===== config.mk =====
export PLATFORM = sky130hd
export DESIGN_NAME = qam16_demodulator
export DESIGN_NICKNAME = d
export VERILOG_FILES = /design/src/rtl/qam16_pkg.sv /design/src/rtl/qam16_demodulator_integrator.sv /design/src/rtl/qam16_demodulator.sv
export SDC_FILE = /design/constraint.sdc
export NUM_CORES = 2
export LEC_CHECK = 0
export CAP_MARGIN = 40
export CORE_MARGIN = 1.5
export CORE_UTILIZATION = 50
export DETAILED_ROUTE_END_ITERATION = 8
export HOLD_SLACK_MARGIN = 0.08
export PLACE_DENSITY = 0.66
export SYNTH_ARGS = -nofsm -noshare
export SYNTH_HDL_FRONTEND = slang
export SYNTH_SLANG_ARGS = --single-unit

===== constraint.sdc =====
create_clock -name clk -period 12.1 [get_ports clk]
set_input_delay 3.025 -clock clk [delete_from_list [all_inputs] [get_ports clk]]
set_output_delay 3.025 -clock clk [all_outputs]
set_load 0.01 [all_outputs]

===== src/rtl/qam16_pkg.sv =====
// Shared definitions for the 16-QAM modem: FSM states, Gray level codes and
// the per-axis decision slicer.
package qam16_pkg;

   typedef enum logic [0:0] {
      IDLE  = 1'b0,
      INTEG = 1'b1
   } state_e;

   localparam logic [1:0] LVL_P3 = 2'b10;
   localparam logic [1:0] LVL_P1 = 2'b11;
   localparam logic [1:0] LVL_M1 = 2'b01;
   localparam logic [1:0] LVL_M3 = 2'b00;

   // Zero and +thresh fall in the +1 region; -thresh falls in the -1 region.
   function automatic logic [1:0] slice_level(input logic signed [63:0] v,
                                              input logic signed [63:0] thresh);
      logic [1:0] lvl;
      if (v > thresh) begin
         lvl = LVL_P3;
      end else if (v >= 64'sd0) begin
         lvl = LVL_P1;
      end else if (v >= -thresh) begin
         lvl = LVL_M1;
      end else begin
         lvl = LVL_M3;
      end
      return lvl;
   endfunction

endpackage


===== src/rtl/qam16_demodulator_integrator.sv =====
// One multiply-accumulate-and-dump channel. The dump register keeps its
// value across a clear so a symbol already completed survives an abort.
module qam16_integrator
   import qam16_pkg::*;
#(
   parameter int ACC_W = 36
) (
   input  logic                    clk,
   input  logic                    rst,
   input  logic                    en,
   input  logic                    last,
   input  logic                    clear,
   input  logic signed [15:0]      sample,
   input  logic signed [15:0]      lo_ref,
   output logic signed [ACC_W-1:0] dump
);

   logic signed [31:0]      prod_s;
   logic signed [ACC_W-1:0] sum_s;
   logic signed [ACC_W-1:0] acc_r;

   assign prod_s = sample * lo_ref;
   assign sum_s  = acc_r + $signed({{(ACC_W-32){prod_s[31]}}, prod_s});

   // Accumulate one product per sample; on the last sample hand the sum to dump.
   always_ff @(posedge clk) begin
      if (rst) begin
         acc_r <= '0;
         dump  <= '0;
      end else if (clear) begin
         acc_r <= '0;
      end else if (en) begin
         if (last) begin
            dump  <= sum_s;
            acc_r <= '0;
         end else begin
            acc_r <= sum_s;
         end
      end else begin
         acc_r <= acc_r;
      end
   end

endmodule


===== src/rtl/qam16_demodulator.sv =====
// Coherent 16-QAM demodulator: I/Q integrate-and-dump over one LO period,
// then a Gray-coded four-level slicer per axis.
module qam16_demodulator
   import qam16_pkg::*;
#(
   parameter int                 SAMPLES_PER_SYM = 16,
   parameter logic signed [63:0] THRESH          = 64'sd1073741824
) (
   input  logic               clk,
   input  logic               rst,
   input  logic               start,
   input  logic signed [15:0] rx_sample,
   input  logic signed [15:0] sin,
   input  logic signed [15:0] cos,
   output logic [3:0]         symbol,
   output logic               sym_valid,
   output logic               busy
);

   localparam int ACC_W = 32 + $clog2(SAMPLES_PER_SYM);
   localparam int CNT_W = $clog2(SAMPLES_PER_SYM);
   localparam logic [CNT_W-1:0] CNT_LAST = CNT_W'(SAMPLES_PER_SYM - 1);
   localparam logic [0:0] ST_IDLE  = IDLE;
   localparam logic [0:0] ST_INTEG = INTEG;

   logic [0:0]              state_r;
   logic [CNT_W-1:0]        cnt_r;
   logic                    dump_pend_r;
   logic                    last_s;
   logic signed [ACC_W-1:0] dump_i_s;
   logic signed [ACC_W-1:0] dump_q_s;

   // The sample seen while IDLE with start high is already the first of a symbol.
   assign last_s = start && (cnt_r == CNT_LAST);
   assign busy   = (state_r == ST_INTEG);

   qam16_integrator #(.ACC_W(ACC_W)) u_int_i (
      .clk    (clk),
      .rst    (rst),
      .en     (start),
      .last   (last_s),
      .clear  (!start),
      .sample (rx_sample),
      .lo_ref (cos),
      .dump   (dump_i_s)
   );

   qam16_integrator #(.ACC_W(ACC_W)) u_int_q (
      .clk    (clk),
      .rst    (rst),
      .en     (start),
      .last   (last_s),
      .clear  (!start),
      .sample (rx_sample),
      .lo_ref (sin),
      .dump   (dump_q_s)
   );

   // State register: INTEG while start stays high.
   always_ff @(posedge clk) begin
      if (rst) begin
         state_r <= ST_IDLE;
      end else begin
         case (state_r)
            ST_IDLE:  state_r <= start ? ST_INTEG : ST_IDLE;
            ST_INTEG: state_r <= start ? ST_INTEG : ST_IDLE;
            default:  state_r <= ST_IDLE;
         endcase
      end
   end

   // Sample counter within the current symbol.
   always_ff @(posedge clk) begin
      if (rst) begin
         cnt_r <= '0;
      end else if (!start || last_s) begin
         cnt_r <= '0;
      end else begin
         cnt_r <= cnt_r + CNT_W'(1);
      end
   end

   // Slice the dumped sums one edge after they load.
   always_ff @(posedge clk) begin
      if (rst) begin
         dump_pend_r <= 1'b0;
         sym_valid   <= 1'b0;
         symbol      <= 4'b0000;
      end else begin
         dump_pend_r <= last_s;
         sym_valid   <= dump_pend_r;
         if (dump_pend_r) begin
            symbol <= {slice_level(64'(dump_i_s), THRESH),
                       slice_level(64'(dump_q_s), THRESH)};
         end else begin
            symbol <= symbol;
         end
      end
   end

endmodule


Word-level counts from Yosys, hierarchy flattened
Index checks and enable logic that the tools add are counted.
{"block": "word_totals", "out_inout_bits": 6, "register_bits": 155, "input_bits": 51, "word_cells": 35}
{"block": "op_classes", "mux": 7, "n_bitwise": 1, "n_reduce_logical": 6, "order_cmp": 6, "eq_ne": 1, "mul": 2, "n_addsub": 3}
{"op": "36-bit by 32-bit adder with 36-bit output", "n": 2}
{"op": "36-bit by 1-bit greater-or-equal comparator with 1-bit output (second input constant)", "n": 2}
{"op": "36-bit by 31-bit greater-or-equal comparator with 1-bit output (second input constant)", "n": 2}
{"op": "36-bit by 32-bit greater-than comparator with 1-bit output (second input constant)", "n": 2}
{"op": "16-bit by 16-bit multiplier with 32-bit output", "n": 2}
{"op": "2-bit two-way mux", "n": 4}
{"op": "4-bit by 1-bit adder with 4-bit output (second input constant)", "n": 1}
{"op": "4-bit == test (second input constant)", "n": 1}
{"op": "1-bit two-way mux", "n": 3}
{"op": "3-bit OR reduction", "n": 1}
{"op": "2-bit AND reduction", "n": 1}
{"op": "2-bit OR reduction", "n": 1}
{"op": "1-bit logical AND", "n": 1}
{"op": "1-bit logical NOT", "n": 1}
{"op": "1-bit logical OR", "n": 1}
{"op": "1-bit NOT", "n": 1}

Depth between registers and ports, before layout
{"block": "depth", "word_depth": 4, "mapped_depth": 25, "ltp_nobuf": 23}

Hierarchy
A second synthesis with hierarchy kept.
{"block": "hier_totals", "cells_unflattened": 3191, "hier_area_um2": 29141.7}
{"mod": "qam16_integrator (u_int_i)", "area_each_um2": 14291.2, "n_inst": 1, "seq_area_each_um2": 1441.4, "cells_each": 1575}
{"mod": "qam16_integrator (u_int_q)", "area_each_um2": 14271.2, "n_inst": 1, "seq_area_each_um2": 1441.4, "cells_each": 1544}
{"mod": "qam16_demodulator", "area_each_um2": 579.3, "n_inst": 1, "seq_area_each_um2": 220.2, "cells_each": 72}

Least setup slack after synthesis
No wires, ideal clock.
{"block": "synth_timing", "kind": "input -> register", "startpoint": "input port rx_sample[15]", "endpoint": "register u_int_q.acc_r[35]", "slack_ns": 2.725, "setup_time_ns": 0.116, "path_stages": 20, "n_path_buf": 2, "required_time_ns": 11.984, "t_arrival_ns": 9.259, "cell_sequence": "clkbuf_1 clkbuf_1 nand2_1 fa_1 fa_1 fa_1 fa_1 inv_1 fa_1 inv_1 fa_1 inv_1 ha_1 a21o_1 or4_1 or2_0 o21ai_2 nor3_1 or4b_4 and4_1"}
{"block": "synth_via", "elab_chain_cells": 2}
{"element": "from (decl)", "line": "qam16_demodulator.sv:12", "source": "input logic signed [15:0] rx_sample,"}
{"element": "16-bit by 16-bit multiplier with 32-bit output", "line": "qam16_demodulator_integrator.sv:22", "source": "assign prod_s = sample * lo_ref;"}
{"element": "36-bit by 32-bit adder with 36-bit output", "line": "qam16_demodulator_integrator.sv:23", "source": "assign sum_s = acc_r + $signed({{(ACC_W-32){prod_s[31]}}, prod_s});"}
{"element": "to (signal assigned)", "line": "qam16_demodulator_integrator.sv:37", "source": "acc_r <= sum_s;"}
{"element": "to (signal assigned)", "line": "qam16_demodulator_integrator.sv:40", "source": "acc_r <= acc_r;"}
{"element": "to (decl)", "line": "qam16_demodulator_integrator.sv:20", "source": "logic signed [ACC_W-1:0] acc_r;"}
Every way passes these cells.
A chain may end at the register's enable or synchronous reset.

Worst setup path after layout
{"block": "layout_timing", "startpoint": "input port rx_sample[15]", "endpoint": "register u_int_i.acc_r[32]"}
{"block": "layout_via", "elab_chain_cells": 2}
{"element": "16-bit by 16-bit multiplier with 32-bit output", "line": "qam16_demodulator_integrator.sv:22"}
{"element": "36-bit by 32-bit adder with 36-bit output", "line": "qam16_demodulator_integrator.sv:23"}
{"element": "to (signal assigned)", "line": "qam16_demodulator_integrator.sv:37"}
{"element": "to (signal assigned)", "line": "qam16_demodulator_integrator.sv:40"}
{"element": "to (decl)", "line": "qam16_demodulator_integrator.sv:20"}
Every way passes these cells.

==> summary.md <==
| Metric | Value |
|---|---|
| Outcome | complete, no violations |
| Setup repair bufs after CTS | 0 |
| Share of post-route cells with drive strength above 1 | 0.0262 |
| Synth Warn # | 0 |
| CP Data Arrival Time | 10.35 ns |
| Clk sink count | 155 |
| Tmin final | 10.07 ns |
| Row count | 86 |
| Top post-synthesis cells by area | fa_1 44%, dfxtp_1 11%, inv_1 9.8% |
| Initial antenna violation count | 2 |
| H-tree depth | 4 |
| Cell taking the most area after synthesis | fa_1 |
| Overflow after GRT | 0 |
| IO buf count | 56 |
| DR pass1 iterations | 5 |
| Detail Route met2 WL | a little over 30000 um |
| Final nets | 3975 |
| Achievable clock frequency | 99.3 MHz |
| Synth Net Count | 3992 |
| Most frequent cell after synthesis | inv_1 |
| Vias | 20100 |
| Final hold slack | 0.460 ns |
| Fin. max-slew vios | 0 |
| Vias in the first global route | 22000 |
| Cts hold-fix bufs | 0 |
| Clk slew on worst S/H paths | 0.06 ns |
| CTS Buffer Depth | 2 |
| Synth unique cells | 61 |
| Post-CTS Resized | 0 |
| Antenna viol nets, final | 0 |
| Placer Congestion | roughly 0.92 |
| Async SR Flop Fraction | 0 |
| CTS root buffer | clkbuf_16 |
| EDFF count, synth | 0 |
| Relative slew slack | 0.367 |
| Sequential share of the synthesized area | 0.110 |
| DR top layer | met4 |
| Unrepaired setup endpoints after global routing | false |
| DRC viols | 0 |
| Area growth syn-to-layout | 6.92% |
| Setup violators final | 0 |
| Initial core utilization | 0.509 |
| Final wirelength | 65700 um |
| Die height | 241 um |
| Top-area cell type share of the netlist area | 0.445 |
| Worst-margin pin slew | 0.946 ns |
| Max-cap violations | 0 |
| Via-per-instance ratio | approximately 5.2 |
| Worst clock skew | 0.0137 ns |
| Number of DRC markers in iteration 0 | 1190 |
| Global-route wire length before repair | 113000 um |
| Post-DP HPWL | approximately 54000 um |
| Met3 wire length | 4280 um |
| Io pins | 57 |
| Synthesized area | 0.0283 sq mm |
| Pin count of the biggest net entering global routing | 59 |
| Core area | 0.0555 sq mm |
| Worst-Skew Late Latency | 0.43 ns |
| Synth top cells by count | 741 x inv_1, 628 x fa_1, 312 x nand2_1 |
| CTS tree | yes |
| Fin. Hold Viols | 0 |
| Mapped Avg Cell Area | 9.13 sq um |
| Final period utilization | 0.832 |
| Setup crit start kind | primary input |
| Primary FF master, synth | dfxtp_1 |
| Post-DP Area | 0.0296 sq mm |
| Synth Instances | between 3000 and 4000 |
| Required @ worst endpoint | approximately 12 ns |
| Met1 wire length | 29600 um |
| Total track usage | 0.249 |
| Kind of end point of the critical path | register |
| Crit-path max FO | 17 |
| Critical path type | primary input to register |
| Total CTS buffers | 17 |
| Fin Setup TNS | 0 ns |
| Fin area | 0.0302 sq mm |
| Full die area | 0.0580 sq mm |
| Flops & latches, synth | 155 |
| Die span in x | 241 um |
| Hold Path Class | register to register |
| Wirelength per Cell | between 15 and 20 um |
sequential cells by signal, indices dropped and copies added, names as in the netlist:
register / count
busy: 1
cnt_r: 4
dump_pend_r: 1
sym_valid: 1
symbol: 4
u_int_i.acc_r: 36
u_int_i.dump: 36
u_int_q.acc_r: 36
u_int_q.dump: 36
routing by layer:
metal | up-vias | global-route usage
li1 | 9167 | -
met1 | 10300 | 0.357
met2 | 598 | 0.404
met3 | 57 | 0.0363
met4 | 0 | 0.0487
met5 | - | 0
area by class of cell:
type	count	area, sq um
Multi-Input combinational cell	2078	21900
Sequential cell	155	3100
Clock buffer	20	467
Fill cell	5049	25300
Inverter	742	2790
Clock inverter	12	161
Antenna cell	1	2.50
Timing Repair Buffer	87	853
Tap cell	748	936
cell usage in the layout (no fill, tap or decap), types with 17 or more instances in the layout:
cell type and n:
clkbuf_16 17, ha_1 215, nand2_1 311, a21oi_1 106, fa_1 628, nor2_1 182
nand4_1 18, xnor2_1 47, inv_1 741, nand3_1 24, a21o_1 30, o21ai_0 57
nor4_1 18, dfxtp_1 155, clkdlybuf4s50_1 54, and2_1 254, xor2_1 28, buf_4 25
critical path, stage by stage:
cell and delay, ns:
clkdlybuf4s50_1 0.85, buf_4 0.36, and2_1 0.21, inv_1 0.07, fa_1 0.56, inv_1 0.14
fa_1 0.51, inv_1 0.18, fa_1 0.53, inv_1 0.05, fa_1 0.49, fa_1 0.49
inv_1 0.04, fa_1 0.47, inv_1 0.04, ha_1 0.37, a21oi_1 0.28, o21ai_0 0.16
or2_2 0.31, o31ai_2 0.44, a21oi_1 0.17, a21oi_1 0.25, o21bai_1 0.11, xnor2_1 0.13
nor2_1 0.06
path summary, 6_finish.rpt:
check                           cells after the start              start           endpoint  slack (ns)
worst min register to register                      1           cnt_r[0]           cnt_r[0]        0.46
worst max register to register                     19  u_int_q.acc_r[15]   u_int_q.dump[32]        6.48
worst max-delay path                               25      rx_sample[15]  u_int_i.acc_r[32]        2.03
worst min-delay path                                1           cnt_r[0]           cnt_r[0]        0.46
per-stage QoR:
step           utilization  setup slack (ns)  instances
2_1_floorplan            -              2.73       3098
3_3_place_gp         0.531              1.70       3804
3_5_place_dp         0.533              1.64       3810
4_1_cts              0.544              2.05       3842
5_1_grt              0.544              1.60       3842
6_report             0.545              2.03       3843
logic make-up after synthesis:
| group | after synthesis | share of synthesized area |
|---|---|---|
| xor+xnor | 75 | 0.0232 |
| buf+inv | 865 | 0.115 |
| mux | 2 | 0.000708 |
| simple gates | 879 | 0.150 |
| compound gates | 279 | 0.0611 |
| fa+ha+maj | 843 | 0.540 |
| flops | 155 | 0.110 |
Power is left out: the tool's default activity adds up to more than one toggle a clock period on the data nets, which glitch-free logic cannot reach.
